<file path="config.mk">
export PLATFORM = sky130hd
export DESIGN_NAME = serial_deglitch_multi
export DESIGN_NICKNAME = d
export VERILOG_FILES = /design/src/rtl/serial_deglitch_multi.sv
export SDC_FILE = /design/constraint.sdc
export NUM_CORES = 1
export LEC_CHECK = 0
export ABC_AREA = 1
export BUFFER_PORTS_ARGS = -buffer_cell sky130_fd_sc_hd__buf_2
export CAP_MARGIN = 40
export CORE_MARGIN = 4
export CORE_UTILIZATION = 55
export CTS_BUF_LIST = sky130_fd_sc_hd__clkbuf_4
export DETAILED_ROUTE_END_ITERATION = 12
export PLACE_DENSITY_LB_ADDON = 0.05
export RECOVER_POWER = 25
export SETUP_SLACK_MARGIN = 0.1
export SYNTH_ARGS = -nofsm -noshare
export SYNTH_HDL_FRONTEND = slang
export SYNTH_SLANG_ARGS = --single-unit
</file>
<file path="constraint.sdc">
create_clock -name clk_i -period 2.1 [get_ports clk_i]
set_clock_uncertainty 0.15 [all_clocks]
set_input_delay 0.105 -clock clk_i [delete_from_list [all_inputs] [get_ports clk_i]]
set_output_delay 0.105 -clock clk_i [all_outputs]
set_load 0.02 [all_outputs]
</file>
<file path="src/rtl/serial_deglitch_multi.sv">
// Multi-channel serial deglitcher: per-line saturating counter with hysteresis
// and registered edge pulses. Define SERIAL_DEGLITCH_SYNC_EN for 2-flop input sync.
module serial_deglitch_multi #(
    parameter int                     NumChannels = 4,
    parameter int                     Size        = 4,
    parameter logic [NumChannels-1:0] ResetValue  = '0
) (
    input  logic                   clk_i,
    input  logic                   rst_i,
    input  logic                   clr_i,
    input  logic                   en_i,
    input  logic [NumChannels-1:0] d_i,
    output logic [NumChannels-1:0] q_o,
    output logic [NumChannels-1:0] rise_o,
    output logic [NumChannels-1:0] fall_o
);

    localparam int              CntW  = $clog2(Size + 1);
    localparam logic [CntW-1:0] SizeC = CntW'(Size);
    localparam logic [CntW-1:0] OneC  = CntW'(1);

    logic [NumChannels-1:0]           d_s;
    logic [NumChannels-1:0][CntW-1:0] cnt_q;
    logic [NumChannels-1:0][CntW-1:0] cnt_d;
    logic [NumChannels-1:0]           q_d;

    function automatic logic [CntW-1:0] cnt_init(input logic b);
        return b ? SizeC : '0;
    endfunction

`ifdef SERIAL_DEGLITCH_SYNC_EN
    logic [NumChannels-1:0] sync1_q;
    logic [NumChannels-1:0] sync2_q;

    // Two-flop synchroniser; free-running, only rst_i clears it
    always_ff @(posedge clk_i or posedge rst_i) begin
        if (rst_i) begin
            sync1_q <= ResetValue;
            sync2_q <= ResetValue;
        end else begin
            sync1_q <= d_i;
            sync2_q <= sync1_q;
        end
    end

    assign d_s = sync2_q;
`else
    assign d_s = d_i;
`endif

    // Next counter value with explicit saturation, then hysteresis on q
    always_comb begin
        cnt_d = cnt_q;
        q_d   = q_o;
        for (int c = 0; c < NumChannels; c++) begin
            if (en_i) begin
                if (d_s[c] && (cnt_q[c] != SizeC)) begin
                    cnt_d[c] = cnt_q[c] + OneC;
                end else if (!d_s[c] && (cnt_q[c] != '0)) begin
                    cnt_d[c] = cnt_q[c] - OneC;
                end
                if (cnt_d[c] == SizeC) begin
                    q_d[c] = 1'b1;
                end else if (cnt_d[c] == '0) begin
                    q_d[c] = 1'b0;
                end
            end
        end
    end

    // State update: reset/clear restore defaults, pulses only on enabled edges
    always_ff @(posedge clk_i or posedge rst_i) begin
        if (rst_i) begin
            for (int c = 0; c < NumChannels; c++) begin
                cnt_q[c] <= cnt_init(ResetValue[c]);
            end
            q_o    <= ResetValue;
            rise_o <= '0;
            fall_o <= '0;
        end else if (clr_i) begin
            for (int c = 0; c < NumChannels; c++) begin
                cnt_q[c] <= cnt_init(ResetValue[c]);
            end
            q_o    <= ResetValue;
            rise_o <= '0;
            fall_o <= '0;
        end else if (en_i) begin
            cnt_q  <= cnt_d;
            q_o    <= q_d;
            rise_o <= q_d & ~q_o;
            fall_o <= ~q_d & q_o;
        end else begin
            rise_o <= '0;
            fall_o <= '0;
        end
    end

endmodule

</file>
==> impl_metrics.py, run 1 <==
metrics = {
    "outcome": {
        "status": "finished, final reports clean",
    },
    "power_and_ir_drop": {
        "combPwrFrac": 0.300,
        "p_leak_nw": 0.9700,
        "cellPowerDensity_nw_per_um2": 671.9,
        "swShare": 0.3367,
        "peakVddDrop_uv": 676.1,
        "intPower_w": 0.0008085,
        "seq_power_share": 0.424,
        "switchingPower_w": 0.0004105,
        "clkPwrFrac": 0.276,
    },
    "global_route": {
        "grt_max_degree": 25,
        "grt_overflow": 0,
        "grt_pass1_vias": 1407,
        "grt_use_total": 0.1829,
        "antenna_found_initial": 0,
        "grt_pass1_wl_um": 6058,
    },
    "clocking": {
        "cts_max_level": 1,
        "clkTransAtPathRegs_ps": 140,
        "cts.sinks": 24,
        "cts_inserted_buffers": 3,
        "root_buffer": "clkbuf_4",
        "post_cts_buffers": 0,
        "clk_latency_ps": 320,
        "cts_tree": "built",
        "clockBufferDepth": 2,
    },
    "place": {
        "port_buffers": 19,
        "dpl.cell_count": 252,
        "place_area_sq_um": 1755,
        "place.gp.congestion": 0.8350,
        "hpwl_um": 2587,
    },
    "floorplan": {
        "fp-row-count": 19,
        "initial_core_util": 0.5848,
        "dieArea_sq_um": 3891,
        "core_area_sq_um": 2781,
        "fp.dieW_um": 62.38,
        "ios": 20,
        "die_y_um": 62.38,
    },
    "route": {
        "drc": 0,
        "first_pass_iters": 4,
        "ant_nets": 0,
        "dr.first_iter.drc_count": 66,
        "vias": 1375,
        "vias_per_cell": 5.350,
        "wl_per_cell_um": 13.22,
        "wl_um": 3397,
    },
    "critical_path": {
        "cp-start-kind": "register",
        "worstSetupPathType": "register to register",
        "critPathArrivalTime_ps": 1900,
        "setup.worst_path.end_class": "register",
        "cp_max_fo": 6,
        "r2r-start": "cnt_q[9]$_DFFE_PP0P_",
        "critPathLaunch": "cnt_q[9]$_DFFE_PP0P_",
        "required_ps": 2200,
    },
    "timing": {
        "rsz0062_at_grt": "no",
        "min_period_over_period": 0.8545,
        "maxSlewHeadroom": 0.1254,
        "max_freq_ghz": 0.5573,
        "maxSlewViolCount": 0,
        "fin_crit_ps": 1794,
        "setup_viol": 0,
        "tns_ps": 0,
        "hold_viol_final": 0,
        "worst_pin_slew_ps": 1312,
    },
    "final_layout": {
        "finalInstanceArea_sq_um": 1814,
        "final-instance-count-excl-fill": 257,
        "layout_common_cells": "38 x nand2_1, 32 x inv_1, 24 x dfrtp_1",
        "n_antenna_cell": 0,
        "drive_gt1_frac": 0.2655,
        "mostFrequentLayoutCell": "nand2_1",
        "fin_nets": 247,
        "area_delta_synth_final_pct": 11.54,
    },
    "min_path": {
        "hold_path_class": "input port to register",
        "hp-start": "clr_i",
    },
    "yosys": {
        "syn_area_per_cell_sq_um": 7.973,
        "syn_area_sq_um": 1627,
        "ys_warn_count": 0,
        "netlist_instances": 204,
        "yosysUniqueCellTypes": 26,
        "syn_nets": 224,
        "synth-seq-area-share": 0.3692,
        "ys_ff_latch": 24,
    },
    "flow_run": {
        "maxCapViolCount": 0,
    },
}
==> synth_stat cells (all sizes together) <==
| library cell | count | area [sq um] |
|---|---|---|
| nand2 | 55 | 259.0 |
| buf | 1 | 5.000 |
| dfrtp | 24 | 600.6 |
| o22ai | 8 | 50.05 |
| o21bai | 2 | 15.01 |
| nor2 | 16 | 80.07 |
| o21ai | 2 | 10.00 |
| nand4 | 4 | 25.02 |
| nand3 | 16 | 100.1 |
| inv | 38 | 142.6 |
| nor3 | 4 | 40.04 |
| a211oi | 4 | 30.03 |
| xnor2 | 3 | 26.28 |
| nand3b | 2 | 15.01 |
| a21oi | 11 | 70.07 |
| ha | 12 | 150.1 |
| clkbuf | 2 | 7.510 |
==> worst paths after layout <==
check	to	slack [ps]	depth (start not counted)
setup reg to reg	q_o[3]$_DFFE_PP0P_	310	10
max in group asynchronous	cnt_q[9]$_DFFE_PP0P_	430	4
min in group asynchronous	cnt_q[2]$_DFFE_PP0P_	600	4
hold / removal	fall_o[1]$_DFF_PP0_	20	2
setup / recovery	q_o[3]$_DFFE_PP0P_	310	10
hold reg to reg	rise_o[3]$_DFF_PP0_	340	1
==> power by group through the flow <==
stage | combinational, W | clock, W | sequential [W]
floorplan | 0.000274 | 0 | 0.000533
global placement | 0.000348 | 0 | 0.000523
detailed placement | 0.000363 | 0 | 0.000525
CTS | 0.000367 | 0.000345 | 0.000516
global route | 0.000412 | 0.000368 | 0.000521
finish | 0.000366 | 0.000337 | 0.000516
==> repair_timing <==
action	4_1_cts	5_1_grt
hold buffers	1	0
endpoints found under the hold margin	24	0
gates resized for setup	0	0
==> through the flow <==
| step | util | total power (W) | hold slack [ps] | setup slack [ps] |
|---|---|---|---|---|
| global placement | 0.6311 | 0.0008712 | 13.48 | 405.1 |
| CTS | 0.6536 | 0.001229 | 19.62 | 308.9 |
| global route | 0.6523 | 0.001301 | 32.99 | 144.2 |
| detailed placement | 0.6311 | 0.0008881 | 21.35 | 359.7 |
| finish | 0.6523 | 0.001219 | 18.08 | 305.6 |
| floorplan | - | 0.0008073 | -30.38 | 517.6 |
==> state kept, by name, indices dropped and copies added, names as in the netlist <==
name	cells
rise_o	4
cnt_q	12
q_o	4
fall_o	4
==> critical path, cell delays in order (launching register included) <==
cell and delay, ps:
dfrtp_1 430, inv_1 140, ha_1 230, nand2_1 110, nand2_4 120, nand2_2 60, nand2_2 70, inv_2 50
nor2_4 130, nand3_2 100, a21oi_1 160
==> kinds of logic (layout without fill, tap and decap cells) <==
family / Yosys count / count (layout) / share of synthesized area
and+or+nand+nor: 97 / 97 / 0.3192
xor gates and xnor gates: 3 / 3 / 0.01616
AOI/OAI and AO/OA: 27 / 27 / 0.1077
DFF: 24 / 24 / 0.3692
adders and majority gates: 12 / 12 / 0.09231
buffers and inverters: 41 / 63 / 0.09539
==> per-layer routing <==
metal	part of all wire	up-vias	global-route usage	wire length [um]
met5	0	-	0	0
met4	0	0	0.01857	0
met3	0.040	0	0.03777	137
met2	0.52	28	0.3342	1783
met1	0.43	652	0.2274	1476
li1	-	695	-	-
==> layout make-up <==
type / count / area [sq um]
Multi-Input combinational cell: 139 / 870.8
Fill cell: 247 / 967.2
Inverter: 38 / 142.6
Tap cell: 31 / 38.79
Timing Repair Buffer: 21 / 108.9
Clock buffer: 3 / 22.52
Clock inverter: 1 / 30.03
Sequential cell: 24 / 600.6
Power figures use the tool's default switching activity.
==> inputs of run 2 (changes only) <==
--- a/config.mk
+++ b/config.mk
@@ -11,6 +11,7 @@
 export CORE_MARGIN = 4
 export CORE_UTILIZATION = 55
 export CTS_BUF_LIST = sky130_fd_sc_hd__clkbuf_4
+export CTS_CLUSTER_DIAMETER = 60
 export DETAILED_ROUTE_END_ITERATION = 12
 export PLACE_DENSITY_LB_ADDON = 0.05
 export RECOVER_POWER = 25
==> constraint.sdc (replaced) <==
create_clock -name clk_i -period 2 [get_ports clk_i]
set_clock_uncertainty 0.15 [all_clocks]
set_input_delay 0.1 -clock clk_i [delete_from_list [all_inputs] [get_ports clk_i]]
set_output_delay 0.1 -clock clk_i [all_outputs]
set_load 0.02 [all_outputs]
==> impl_metrics.py, run 2 (synthesis gave the netlist of run 1 again) <==
metrics = {
    "outcome": {
        "status": "finished, final reports clean",
    },
    "final_layout": {
        "largest_register_ffs": 12,
        "drive_gt1_frac": 0.2743,
        "post-route-util": 0.6532,
        "mostFrequentLayoutCell": "nand2_1",
        "fillCellCount": 247,
        "regMostFlops": "cnt_q",
        "finalInstanceArea_sq_um": 1817,
        "fin_nets": 247,
        "area_delta_synth_final_pct": 11.69,
        "layout_common_cells": "38 x nand2_1, 31 x inv_1, 24 x dfrtp_1",
        "n_antenna_cell": 0,
    },
    "critical_path": {
        "setup.worst_path.end_class": "register",
        "crit_slowest_cell": "dfrtp_1",
        "cp-start-kind": "register",
        "required_ps": 2100,
        "max_stage_delay_ps": 420,
        "worstSetupPathType": "register to register",
        "cp_max_fo": 6,
        "crit_top_cell": "nand2_2",
        "path_cells": "inv_1 -> ha_1 -> nand2_1 -> nand2_4 -> nand2_2 -> nand2_2 -> inv_2 -> nor2_4 -> nand3_2 -> a21oi_1",
        "critPathArrivalTime_ps": 1880,
        "cp.buffers_inverters": 2,
        "crit_family": "simple AND/OR/NAND/NOR gates",
    },
    "place": {
        "hpwl_um": 2587,
        "port_buffers": 19,
        "place_area_sq_um": 1755,
        "place.gp.congestion": 0.8352,
        "pre_cts_slack_ps": 259.7,
    },
    "clocking": {
        "clkTransAtPathRegs_ps": 130,
        "cts_inserted_buffers": 3,
        "clk_latency_ps": 320,
        "root_buffer": "clkbuf_4",
        "clockBufferDepth": 2,
        "cts_max_level": 1,
        "cts_tree": "built",
        "cts.sinks": 24,
    },
    "timing": {
        "tns_ps": 0,
        "setup_viol": 0,
        "worst_pin_slew_ps": 1299,
        "hold_viol_final": 0,
        "maxSlewViolCount": 0,
        "min_period_over_period": 0.8884,
        "fin_crit_ps": 1777,
        "rsz0062_at_grt": "yes",
        "maxSlewHeadroom": 0.1342,
        "max_freq_ghz": 0.5628,
        "setup_ws_ps": 223.2,
    },
    "route": {
        "first_pass_iters": 4,
        "vias_per_cell": 5.362,
        "drc": 0,
        "wl_um": 3381,
        "wl_per_cell_um": 13.16,
        "ant_nets": 0,
        "dr.first_iter.drc_count": 77,
        "vias": 1378,
    },
    "flow_run": {
        "maxCapViolCount": 0,
    },
    "floorplan": {
        "dieArea_sq_um": 3891,
        "core_area_sq_um": 2781,
        "die_y_um": 62.38,
        "fp.dieW_um": 62.38,
        "ios": 20,
        "fp-row-count": 19,
        "initial_core_util": 0.5848,
    },
    "global_route": {
        "grt_overflow": 0,
        "grt_max_degree": 25,
        "grt_pass1_wl_um": 6058,
        "grt_pass1_vias": 1407,
        "antenna_found_initial": 0,
        "grt_use_total": 0.1829,
    },
    "power_and_ir_drop": {
        "peakVddDrop_uv": 710.7,
        "cellPowerDensity_nw_per_um2": 704.4,
        "p_leak_nw": 0.9686,
    },
    "min_path": {
        "hold_path_class": "input port to register",
    },
}
==> run 2: worst register-to-register path: stages, from the launching register on <==
cell and delay, ps:
dfrtp_1 420, inv_1 140, ha_1 240, nand2_1 110
nand2_4 110, nand2_2 70, nand2_2 70, inv_2 40
nor2_4 120, nand3_2 100, a21oi_1 150
==> run 2: power by group <==
group          switching [W]  internal, W  total (W)
Combinational       0.000253     0.000132   0.000385
Sequential         0.0000274     0.000515   0.000543
Clock               0.000149     0.000203   0.000352
==> run 2: final timing paths <==
kind                       slack, ps              endpoint  cells past startpoint            startpoint
max                              220    q_o[1]$_DFFE_PP0P_                     10  cnt_q[3]$_DFFE_PP0P_
min                               20   fall_o[1]$_DFF_PP0_                      2                 clr_i
max reg2reg                      220    q_o[1]$_DFFE_PP0P_                     10  cnt_q[3]$_DFFE_PP0P_
min reg2reg                      350   rise_o[3]$_DFF_PP0_                      1    q_o[3]$_DFFE_PP0P_
max in group asynchronous        340   rise_o[3]$_DFF_PP0_                      4                 rst_i
min in group asynchronous        600  cnt_q[2]$_DFFE_PP0P_                      4                 rst_i
==> run 2: repair_timing <==
action                                 in CTS  in global routing
gates resized for setup                     0                  2
setup buffers                               0                  0
setup endpoints to repair                   0                  2
hold buffers                                1                  0
endpoints found under the hold margin      24                  0
==> run 2: cell type report <==
| class | count | area, sq um | share of cell area |
|---|---|---|---|
| clock buffer | 3 | 22.52 | 0.01240 |
| clock inverter | 1 | 30.03 | 0.01653 |
| inverter | 38 | 142.6 | 0.07851 |
| multi-input combinational | 139 | 873.3 | 0.4807 |
| sequential | 24 | 600.6 | 0.3306 |
| tap | 31 | 38.79 | 0.02135 |
| timing repair buffer | 21 | 108.9 | 0.05992 |
==> run 2: stage by stage <==
stage,hold slack (ps),instances,total power (W)
global placement,8.479,252,0.0009147
finish,15.26,257,0.001280
detailed placement,16.35,252,0.0009325
global route,27.99,257,0.001367
CTS,14.62,257,0.001291
floorplan,-35.38,204,0.0008477
==> run 2: routing by layer <==
layer	vias to the layer above	GRT usage	share of wire
li1	697	-	-
met1	657	0.2274	0.44
met2	24	0.3342	0.52
met3	0	0.03777	0.039
met4	0	0.01857	0
met5	-	0	0
